===== config.mk =====
export PLATFORM = sky130hd
export DESIGN_NAME = lcd_ctrl
export DESIGN_NICKNAME = d
export VERILOG_FILES = /design/src/rtl/lcd_ctrl.sv
export SDC_FILE = /design/constraint.sdc
export NUM_CORES = 1
export LEC_CHECK = 0
export BUFFER_PORTS_ARGS = -buffer_cell sky130_fd_sc_hd__buf_2
export CELL_PAD_IN_SITES_DETAIL_PLACEMENT = 2
export CELL_PAD_IN_SITES_GLOBAL_PLACEMENT = 2
export CORE_UTILIZATION = 25
export DETAILED_ROUTE_END_ITERATION = 16
export GPL_TIMING_DRIVEN = 0
export PLACE_DENSITY = 0.69
export SYNTH_ARGS = -nofsm -noshare
export SYNTH_HDL_FRONTEND = slang
export SYNTH_SLANG_ARGS = --single-unit

===== constraint.sdc =====
create_clock -name i_clk -period 5.1 [get_ports i_clk]
set_clock_uncertainty 0.1 [all_clocks]
set_input_delay 1.02 -clock i_clk [delete_from_list [all_inputs] [get_ports i_clk]]
set_output_delay 1.02 -clock i_clk [all_outputs]
set_load 0.05 [all_outputs]

===== src/rtl/lcd_ctrl.sv =====
// HD44780-style character LCD controller: turns start-bit edges of the core's LCD
// register into timed EN strobes, with optional power-on init and a 1-entry pending buffer.
module lcd_ctrl #(
  parameter int unsigned T_SETUP_CYC = 2,
  parameter int unsigned T_PULSE_CYC = 12,
  parameter int unsigned T_HOLD_CYC  = 2,
  parameter int unsigned T_EXEC_CYC  = 2000,
  parameter int unsigned T_LONG_CYC  = 82000,
  parameter int unsigned T_PWRUP_CYC = 750000,
  parameter bit          INIT_EN     = 1'b1
) (
  input  logic        i_clk,
  input  logic        i_reset,
  input  logic [31:0] i_io_lcd,
  output logic        o_lcd_busy,
  output logic        o_lcd_drop,
  output logic        o_lcd_on,
  output logic        o_lcd_en,
  output logic        o_lcd_rs,
  output logic        o_lcd_rw,
  output logic [7:0]  o_lcd_data
);

  localparam int unsigned CNT_MAX = (T_PWRUP_CYC > T_LONG_CYC) ? T_PWRUP_CYC : T_LONG_CYC;
  localparam int unsigned CNT_W   = (CNT_MAX > 2) ? $clog2(CNT_MAX) : 1;

  localparam logic [CNT_W-1:0] LD_SETUP = CNT_W'(T_SETUP_CYC - 1);
  localparam logic [CNT_W-1:0] LD_PULSE = CNT_W'(T_PULSE_CYC - 1);
  localparam logic [CNT_W-1:0] LD_HOLD  = CNT_W'(T_HOLD_CYC - 1);
  localparam logic [CNT_W-1:0] LD_EXEC  = CNT_W'(T_EXEC_CYC - 1);
  localparam logic [CNT_W-1:0] LD_LONG  = CNT_W'(T_LONG_CYC - 1);
  localparam logic [CNT_W-1:0] LD_PWRUP = CNT_W'(T_PWRUP_CYC - 1);
  localparam logic [2:0]       INIT_LAST = 3'd5;

  typedef enum logic [2:0] {PWRUP, IDLE, SETUP, PULSE, HOLD, EXEC} state_t;

  // Power-on command table: function set x3, display on, clear, entry mode.
  function automatic logic [7:0] init_cmd(input logic [2:0] idx);
    case (idx)
      3'd0, 3'd1, 3'd2: init_cmd = 8'h38;
      3'd3:             init_cmd = 8'h0C;
      3'd4:             init_cmd = 8'h01;
      default:          init_cmd = 8'h06;
    endcase
  endfunction

  state_t           state, state_n;
  logic [CNT_W-1:0] cnt, cnt_n;
  logic             init_run, init_run_n;
  logic [2:0]       init_idx, init_idx_n;
  logic             pend_v, pend_v_n;
  logic             pend_rs, pend_rs_n;
  logic [7:0]       pend_data, pend_data_n;
  logic             rs_n;
  logic [7:0]       data_n;
  logic             drop_n;
  logic             launch, take_pend, req_used;
  logic             l_rs;
  logic [7:0]       l_data;
  logic             is_long;

  logic             prev_start;
  logic             req_q;
  logic             req_rs;
  logic [7:0]       req_data;

  logic             unused_bits;
  assign unused_bits = ^{i_io_lcd[30:11], i_io_lcd[8]};

  assign o_lcd_rw = 1'b0;
  assign is_long  = !o_lcd_rs && (o_lcd_data[7:2] == 6'd0);

  // Start-bit edge detect and request capture; prev resets high so a held bit never fires.
  always_ff @(posedge i_clk or negedge i_reset) begin
    if (!i_reset) begin
      prev_start <= 1'b1;
      req_q      <= 1'b0;
      req_rs     <= 1'b0;
      req_data   <= 8'h00;
      o_lcd_on   <= 1'b0;
    end else begin
      prev_start <= i_io_lcd[10];
      req_q      <= i_io_lcd[10] & ~prev_start;
      req_rs     <= i_io_lcd[9];
      req_data   <= i_io_lcd[7:0];
      o_lcd_on   <= i_io_lcd[31];
    end
  end

  // State, counter, pending buffer and registered pin outputs.
  always_ff @(posedge i_clk or negedge i_reset) begin
    if (!i_reset) begin
      state      <= INIT_EN ? PWRUP : IDLE;
      cnt        <= INIT_EN ? LD_PWRUP : '0;
      init_run   <= INIT_EN;
      init_idx   <= 3'd0;
      pend_v     <= 1'b0;
      pend_rs    <= 1'b0;
      pend_data  <= 8'h00;
      o_lcd_en   <= 1'b0;
      o_lcd_rs   <= 1'b0;
      o_lcd_data <= 8'h00;
      o_lcd_busy <= INIT_EN;
      o_lcd_drop <= 1'b0;
    end else begin
      state      <= state_n;
      cnt        <= cnt_n;
      init_run   <= init_run_n;
      init_idx   <= init_idx_n;
      pend_v     <= pend_v_n;
      pend_rs    <= pend_rs_n;
      pend_data  <= pend_data_n;
      o_lcd_en   <= (state_n == PULSE);
      o_lcd_rs   <= rs_n;
      o_lcd_data <= data_n;
      o_lcd_busy <= (state_n != IDLE) || pend_v_n;
      o_lcd_drop <= drop_n;
    end
  end

  always_comb begin
    state_n     = state;
    cnt_n       = (cnt != '0) ? cnt - CNT_W'(1) : '0;
    init_run_n  = init_run;
    init_idx_n  = init_idx;
    pend_v_n    = pend_v;
    pend_rs_n   = pend_rs;
    pend_data_n = pend_data;
    rs_n        = o_lcd_rs;
    data_n      = o_lcd_data;
    drop_n      = 1'b0;
    launch      = 1'b0;
    take_pend   = 1'b0;
    req_used    = 1'b0;
    l_rs        = 1'b0;
    l_data      = 8'h00;

    case (state)
      PWRUP: begin
        if (cnt == '0) begin
          launch = 1'b1;
          l_data = init_cmd(3'd0);
        end
      end
      IDLE: begin
        if (pend_v) begin
          launch    = 1'b1;
          take_pend = 1'b1;
          l_rs      = pend_rs;
          l_data    = pend_data;
        end else if (req_q) begin
          launch   = 1'b1;
          req_used = 1'b1;
          l_rs     = req_rs;
          l_data   = req_data;
        end
      end
      SETUP: begin
        if (cnt == '0) begin
          state_n = PULSE;
          cnt_n   = LD_PULSE;
        end
      end
      PULSE: begin
        if (cnt == '0) begin
          state_n = HOLD;
          cnt_n   = LD_HOLD;
        end
      end
      HOLD: begin
        if (cnt == '0) begin
          state_n = EXEC;
          cnt_n   = is_long ? LD_LONG : LD_EXEC;
        end
      end
      EXEC: begin
        if (cnt == '0) begin
          if (init_run && (init_idx != INIT_LAST)) begin
            init_idx_n = init_idx + 3'd1;
            launch     = 1'b1;
            l_data     = init_cmd(init_idx + 3'd1);
          end else begin
            init_run_n = 1'b0;
            if (pend_v) begin
              launch    = 1'b1;
              take_pend = 1'b1;
              l_rs      = pend_rs;
              l_data    = pend_data;
            end else begin
              state_n = IDLE;
            end
          end
        end
      end
      default: begin
        state_n = IDLE;
        cnt_n   = '0;
      end
    endcase

    if (launch) begin
      state_n = SETUP;
      cnt_n   = LD_SETUP;
      rs_n    = l_rs;
      data_n  = l_data;
    end

    if (take_pend) pend_v_n = 1'b0;

    // A request not launched directly takes the (possibly just freed) buffer, else it is dropped.
    if (req_q && !req_used) begin
      if (!pend_v_n) begin
        pend_v_n    = 1'b1;
        pend_rs_n   = req_rs;
        pend_data_n = req_data;
      end else begin
        drop_n = 1'b1;
      end
    end
  end

endmodule


* Word level (Yosys, flattened, before mapping)
Cells that the tools add are included. W data, S select, Z words.
Storage, ports and cells: register bits after elaboration 61, input port bits 34, output and inout bits 14, word-level logic and storage cells 97
Cells by class: add/sub/neg operators 2, equality and inequality tests 12, multiplexer cells 45, bitwise logic cells 4, reductions and logical operators 17
Operators with widths (number):
- $mux W20 | 5
- $pmux W20 S4 | 1
- $mux W8 | 5
- $pmux W8 S3 | 1
- $mux W3 | 7
- $logic_not A20 Y1 | 1
- $reduce_bool A20 Y1 | 1
- $sub A20 B1 Y20 const B | 1
- $mux W1 | 19
- $pmux W6 S3 | 1
- $mux W17 | 1
- $eq A3 B2 Y1 const B | 5
- $pmux W3 S5 | 1
- $eq A3 B3 Y1 const B | 3
- $eq A3 B1 Y1 const B | 2
- $logic_not A3 Y1 | 2
- $logic_not A6 Y1 | 1
- $mux W6 | 1
- $reduce_and A3 Y1 | 2
- $reduce_or A3 Y1 | 2
- $pmux W1 S2 | 2
- $add A3 B1 Y3 const B | 1
- $logic_and A1 B1 Y1 | 3
- $ne A3 B1 Y1 const B | 1
- 8 further kinds | 11

* Depth between registers and ports, before layout
Gate-level depths: netlist of the first run.
depth after elaboration 8, depth in mapped cells 8, gate-level depth less buffers 7

* Least setup slack after synthesis of the first run
Ideal clock, no wire load.
path kind reg-to-reg, start point reg cnt[0], end point reg pend_data[0], library setup time 0.125 ns, arrival time 2.219 ns, data required time 4.875 ns, slack 2.656 ns, stages on the path, launching flop included 9, buffers on the path 1, period minus slack after synthesis 2.444 ns, cells stage by stage dfstp_2 -> inv_1 -> ha_1 -> or3b_1 -> nor4_4 -> a31o_2 -> o21a_1 -> buf_4 -> mux2_2
On the way: longest elaborated chain between the ends 6
RTL lines:
- start: declaration | line 48 | logic [CNT_W-1:0] cnt, cnt_n;
- start signal: assignment | line 94 | cnt <= INIT_EN ? LD_PWRUP : '0;
- start signal: assignment | line 107 | cnt <= cnt_n;
- $logic_not A20 Y1 | line 177 | if (cnt == '0) begin
- $mux W1 | line 177
- $pmux W1 S2 | line 138 | case (state)
- $mux W1 | line 208 | if (take_pend) pend_v_n = 1'b0;
- $not A1 Y1 (no source line)
- $reduce_and A2 Y1 (no source line)
- end signal: assignment | line 112 | pend_data <= pend_data_n;
- end: declaration | line 53 | logic [7:0] pend_data, pend_data_n;
No other way between the ends. A chain may end at the register's enable or synchronous reset.

* Worst setup path in the final report of the first run
start point reg cnt[0], end point reg pend_data[1]
Same word-level chain as after synthesis.

==> results of run 1 <==
metal layers:
metal,up-vias,track usage [%]
met5,-,0
met3,9,3.37
li1,1132,-
met1,1239,18.2
met2,22,23.6
met4,0,5.87
worst max path at each step:
stage	from	to	slack [ns]	depth (start not counted)
floorplan	cnt[0]$_DFF_PN1_	pend_data[0]$_DFFE_PN0P_	2.66	8
global placement	cnt[0]$_DFF_PN1_	pend_data[5]$_DFFE_PN0P_	2.32	8
detailed placement	cnt[0]$_DFF_PN1_	pend_data[0]$_DFFE_PN0P_	2.30	8
CTS	cnt[0]$_DFF_PN1_	cnt[10]$_DFF_PN0_	2.27	7
global route	cnt[0]$_DFF_PN1_	cnt[9]$_DFF_PN0_	2.06	7
finish	cnt[0]$_DFF_PN1_	pend_data[1]$_DFFE_PN0P_	2.30	8
area by class of cell:
class	count	area, sq um	share of cell area [%]
timing repair buffer	25	128	3.47
clock inverter	7	76.3	2.08
inverter	9	33.8	0.919
multi-input combinational	209	1440	39.1
tap	147	184	5.00
clock buffer	9	225	6.12
buffer	8	46.3	1.26
sequential	61	1550	42.1
per-stage QoR:
step                util, %  cell area, sq um  hold WS (ns)
global placement       28.2              3370         0.374
global route           30.7              3680         0.414
finish                 30.7              3680         0.386
detailed placement     28.2              3380         0.381
CTS                    30.7              3680         0.389
floorplan                 -              3060         0.364
sequential cells by signal, summed over array words and instances, names as in the netlist, 3 cells and up:
name,flops
req_data,8
init_idx,3
state,3
o_lcd_data,8
pend_data,8
cnt,20
power breakdown:
part	switching, W	internal, W	total (W)
logic	0.0000236	0.0000163	0.0000399
clock network	0.000228	0.000379	0.000607
registers	0.00000872	0.000501	0.000510
critical path, stage by stage, from the launching register on:
cell     delay [ns]
dfstp_2        0.38
inv_1          0.09
ha_1           0.21
or3b_1         0.50
nor4_4         0.48
a31o_2         0.27
o21a_1         0.12
buf_4          0.18
mux2_2         0.35
placed cells by master, fill, tap and decap left out, types with 5 or more instances in the layout:
cell type / instances
a21oi_1: 11
a221o_1: 7
a22oi_1: 5
a31oi_1: 5
and3_1: 5
buf_2: 25
clkbuf_16: 9
dfrtp_1: 45
dfstp_2: 16
ha_1: 6
inv_1: 9
mux2_2: 10
nand2_1: 22
nand3_1: 8
nor2_1: 29
nor2b_1: 5
nor3_1: 9
nor4_1: 5
o21ai_0: 10
xnor2_1: 13
cells by family (layout without fill, tap and decap cells):
family | after synthesis | after routing | share of synthesized area (%)
other | 1 | 1 | 0.122
multiplexers | 12 | 12 | 4.33
buffers and inverters | 17 | 58 | 2.61
AO/OA/AOI/OAI | 68 | 68 | 17.0
adder cells (fa/ha/maj) | 7 | 7 | 2.82
XOR/XNOR | 15 | 15 | 4.29
flip-flops | 61 | 61 | 50.5
AND/OR/NAND/NOR | 106 | 106 | 18.3
==> results.py, run 1 <==
metrics = {
    "run_status": {
        "outcome": "completed",
    },
    "die": {
        "core_region_area_sq_um": 12000,
        "row_count": 40,
        "initial_core_util_pct": 25.6,
        "die_area_sq_um": 12700,
        "ios": 48,
        "fp.dieW_um": 113,
        "die_h_um": 113,
    },
    "global_routing": {
        "grt_pass1_wl_um": 14100,
        "overflow": 0,
        "grt_max_degree": 62,
        "antenna_found_initial": 0,
        "grt_use_total_pct": 14.4,
        "grt_pass1_vias": 2692,
    },
    "synthesis": {
        "synthArstFlopShare_pct": 100,
        "synth_most_common_cell": "dfrtp_1",
        "synth.largest_area_cell": "dfrtp_1",
        "synth-main-ff-cell": "dfrtp_1",
        "synth_cell_types": 58,
        "synth-edff-count": 0,
        "ys_top_cells_by_count": "dfrtp_1, nor2_1, nand2_1, dfstp_2, xnor2_1",
        "yosys_register_bits": 61,
        "netlist_area_sq_um": 3060,
        "syn_nets": 327,
        "synth-seq-area-share_pct": 50.5,
        "syn_avg_cell_area_sq_um": 10.7,
        "syn_inst": 287,
        "yosys-top-cells-area": "dfrtp_1, dfstp_2, xnor2_1",
        "synth_top_area_share_pct": 36.7,
        "yosysWarningCount": 0,
    },
    "min_path": {
        "min_path_cells": 1,
        "holdCritPathClass": "register to register",
        "hp-start": "init_run$_DFFE_PN1P_",
        "whs_endpoint": "init_run$_DFFE_PN1P_",
    },
    "routing": {
        "drt-pass1-iter-count": 4,
        "route.met2.wl_um": 4030,
        "viasPerCell": 5.06,
        "antenna_left": 0,
        "drtIter0Drc": 111,
        "wl_um": 8190,
        "drc": 0,
        "wl_per_cell_um": 17.2,
        "drt-met1-wl_um": 3840,
        "met3WireLength_um": 175,
        "topRoutingLayerUsed": "met4",
        "vias": 2402,
    },
    "clock_tree": {
        "hold_buffers": 0,
        "cts_resized": 0,
        "root_buffer": "clkbuf_16",
        "clock_latency_ns": 0.33,
        "cts.sinks": 61,
        "htreeDepth": 3,
        "cts_tree": "yes",
        "cts_buffer_depth": 2,
        "path_clk_slew_ns": 0.05,
        "cts_setup_buffers": 0,
        "numCtsBuffers": 9,
    },
    "setup_path": {
        "crit_type": "register to register",
        "crit_arrival_ns": 2.91,
        "reg2reg_slack_ns": 2.30,
        "reg2reg_depth": 8,
        "cp.required_ns": 5.21,
        "r2r-start": "cnt[0]$_DFF_PN1_",
        "cp-start-kind": "register",
        "r2r_end": "pend_data[1]$_DFFE_PN0P_",
        "cp-end-kind": "register",
        "critPathMaxFanout": 9,
    },
    "flow_run": {
        "cap_violations": 0,
    },
    "final_layout": {
        "instances_no_fill": 475,
        "fin_nets": 363,
        "diodes": 0,
        "drive_gt1_share_pct": 25.6,
        "area_delta_synth_final_pct": 20.0,
        "fillers": 1295,
    },
    "placement": {
        "dp_cells": 459,
        "numPortBuffers": 25,
        "post-dp-hpwl_um": 5980,
        "place_congestion": 0.773,
        "dp_slack_ns": 2.30,
    },
    "sta": {
        "min_period_over_period_pct": 54.8,
        "fmaxAchievable_mhz": 358,
        "slew_violations": 0,
        "setup_viol": 0,
        "min_period_ns": 2.80,
        "tightest_slew_ns": 0.772,
        "setup_ws_ns": 2.30,
        "tns_ns": 0,
        "relSlewSlack_pct": 48.0,
        "rsz0062_at_grt": "no",
        "hold_viol": 0,
    },
    "power": {
        "p_leak_nw": 1.56,
        "totalPowerFinal_w": 0.00116,
        "powerDensity_nw_per_um2": 315,
        "ir_drop_mv": 0.162,
    },
}
No activity file was read; power rests on OpenSTA's default activity.
==> inputs of run 2 (changes only) <==
Clock period 5.1 ns to 2.8 ns, I/O delays scaled along.
==> run 2 against run 1 <==
Compared with the run above: worst hold slack worse by 0.17 ns; sequential share of layout area down 0.47 points; sequential power up 82%; clock power up 83%; critical endpoint unchanged; non-clock buffer count up 3.
==> results.py, run 2 (same netlist as run 1, synthesis figures left out) <==
metrics = {
    "clock_tree": {
        "cts_buffer_depth": 2,
        "path_clk_slew_ns": 0.05,
        "cts.sinks": 61,
        "htreeDepth": 3,
        "hold_buffers": 0,
        "clock_latency_ns": 0.33,
        "numCtsBuffers": 9,
        "root_buffer": "clkbuf_16",
        "cts_tree": "yes",
    },
    "final_layout": {
        "area_delta_synth_final_pct": 21.4,
        "fin_nets": 366,
        "largest_register": "cnt",
        "instances_no_fill": 478,
        "final_cell_mix": "dfrtp_1, nor2_1, buf_2",
        "final_area_sq_um": 3720,
        "largest_reg_flops": 20,
        "drive_gt1_share_pct": 27.5,
        "layout_commonest_cell": "dfrtp_1",
        "diodes": 0,
    },
    "sta": {
        "hold_viol": 0,
        "fmaxAchievable_mhz": 372,
        "min_period_ns": 2.69,
        "hold_slack_ns": 0.212,
        "setup_viol": 0,
        "min_period_over_period_pct": 96.1,
        "slew_violations": 0,
        "relSlewSlack_pct": 47.6,
        "tightest_slew_ns": 0.786,
    },
    "placement": {
        "place_congestion": 0.773,
        "numPortBuffers": 25,
        "place_area_sq_um": 3380,
        "dp_cells": 459,
        "post-dp-hpwl_um": 5980,
    },
    "min_path": {
        "holdCritPathClass": "input pin to asynchronous set/reset pin",
    },
    "die": {
        "die_area_sq_um": 12700,
        "fp.dieW_um": 113,
        "initial_core_util_pct": 25.6,
        "die_h_um": 113,
        "row_count": 40,
        "core_region_area_sq_um": 12000,
        "ios": 48,
    },
    "setup_path": {
        "cp-start-kind": "register",
        "cp-end-kind": "register",
        "crit_arrival_ns": 2.80,
        "worst_path_max_delay_cell": "or3b_4",
        "crit_chain": "inv_1 -> ha_1 -> or3b_4 -> nor4_4 -> a31o_2 -> o21a_1 -> buf_4 -> mux2_2",
        "critPathMaxFanout": 9,
        "cp.required_ns": 2.91,
        "crit_type": "register to register",
        "cpPeakStageDelay_ns": 0.45,
    },
    "global_routing": {
        "overflow": 0,
        "antenna_found_initial": 0,
        "grt_pass1_vias": 2687,
        "grt_pass1_wl_um": 14100,
        "grt_use_total_pct": 14.4,
        "grt_max_degree": 62,
    },
    "routing": {
        "drc": 0,
        "antenna_left": 0,
        "vias": 2419,
        "viasPerCell": 5.06,
        "wl_um": 8330,
        "wl_per_cell_um": 17.4,
        "drtIter0Drc": 80,
        "drt-pass1-iter-count": 4,
    },
    "power": {
        "p_leak_nw": 1.58,
        "powerDensity_nw_per_um2": 567,
        "totalPowerFinal_w": 0.00211,
        "ir_drop_mv": 0.300,
    },
    "flow_run": {
        "cap_violations": 0,
    },
    "run_status": {
        "outcome": "completed",
    },
}
-- run 2: timing repair --
item / in CTS / in global routing
setup endpoints to repair: 12 / 28
resized for setup: 1 / 5
gates cloned: 0 / 0
buffers inserted: 0 / 3
pin swaps: 1 / 1
-- run 2: worst max-delay path, delay by kind of cell (launching register included) --
family | cells | cell delay, ns
flops | 1 | 0.38
simple gates | 2 | 0.87
fa+ha+maj | 1 | 0.21
compound gates | 2 | 0.38
mux | 1 | 0.35
buf+inv | 2 | 0.27
-- run 2: report_power, final --
part / internal [W] / switching [W]
combinational: 0.0000297 / 0.0000431
clock: 0.000690 / 0.000417
sequential: 0.000913 / 0.0000159
-- run 2: through the flow --
stage | TNS [ns] | worst slack [ns] | util, %
floorplan | 0 | 0.356 | -
global placement | 0 | 0.0246 | 28.2
detailed placement | 0 | 0.000831 | 28.2
CTS | 0 | 0.0249 | 30.7
global route | -0.0454 | -0.0199 | 31.1
finish | 0 | 0.110 | 31.1
-- run 2: worst paths after layout --
check | start | endpoint | slack [ns] | cells after the start
max | cnt[0]$_DFF_PN1_ | pend_data[1]$_DFFE_PN0P_ | 0.11 | 8
min | i_reset | o_lcd_on$_DFF_PN0_ | 0.21 | 1
max reg2reg | cnt[0]$_DFF_PN1_ | pend_data[1]$_DFFE_PN0P_ | 0.11 | 8
min reg2reg | init_run$_DFFE_PN1P_ | init_run$_DFFE_PN1P_ | 0.39 | 1
max in group asynchronous | i_reset | o_lcd_data[2]$_DFFE_PN0N_ | 1.87 | 1
min in group i_clk | i_io_lcd[2] | req_data[2]$_DFF_PN0_ | 0.23 | 1
-- run 2: final cells by class --
class	count	area, sq um
Clock buffer	9	225
Multi-Input combinational cell	209	1460
Clock inverter	7	76.3
Fill cell	1296	8240
Buffer	8	46.3
Inverter	9	33.8
Tap cell	147	184
Sequential cell	61	1550
Timing Repair Buffer	28	150
-- run 2: metal layers --
layer,global-route usage [%],share of wire [%]
met1,18.3,47
met2,23.6,49
met3,3.37,2.0
met4,5.87,1.8
met5,0,0
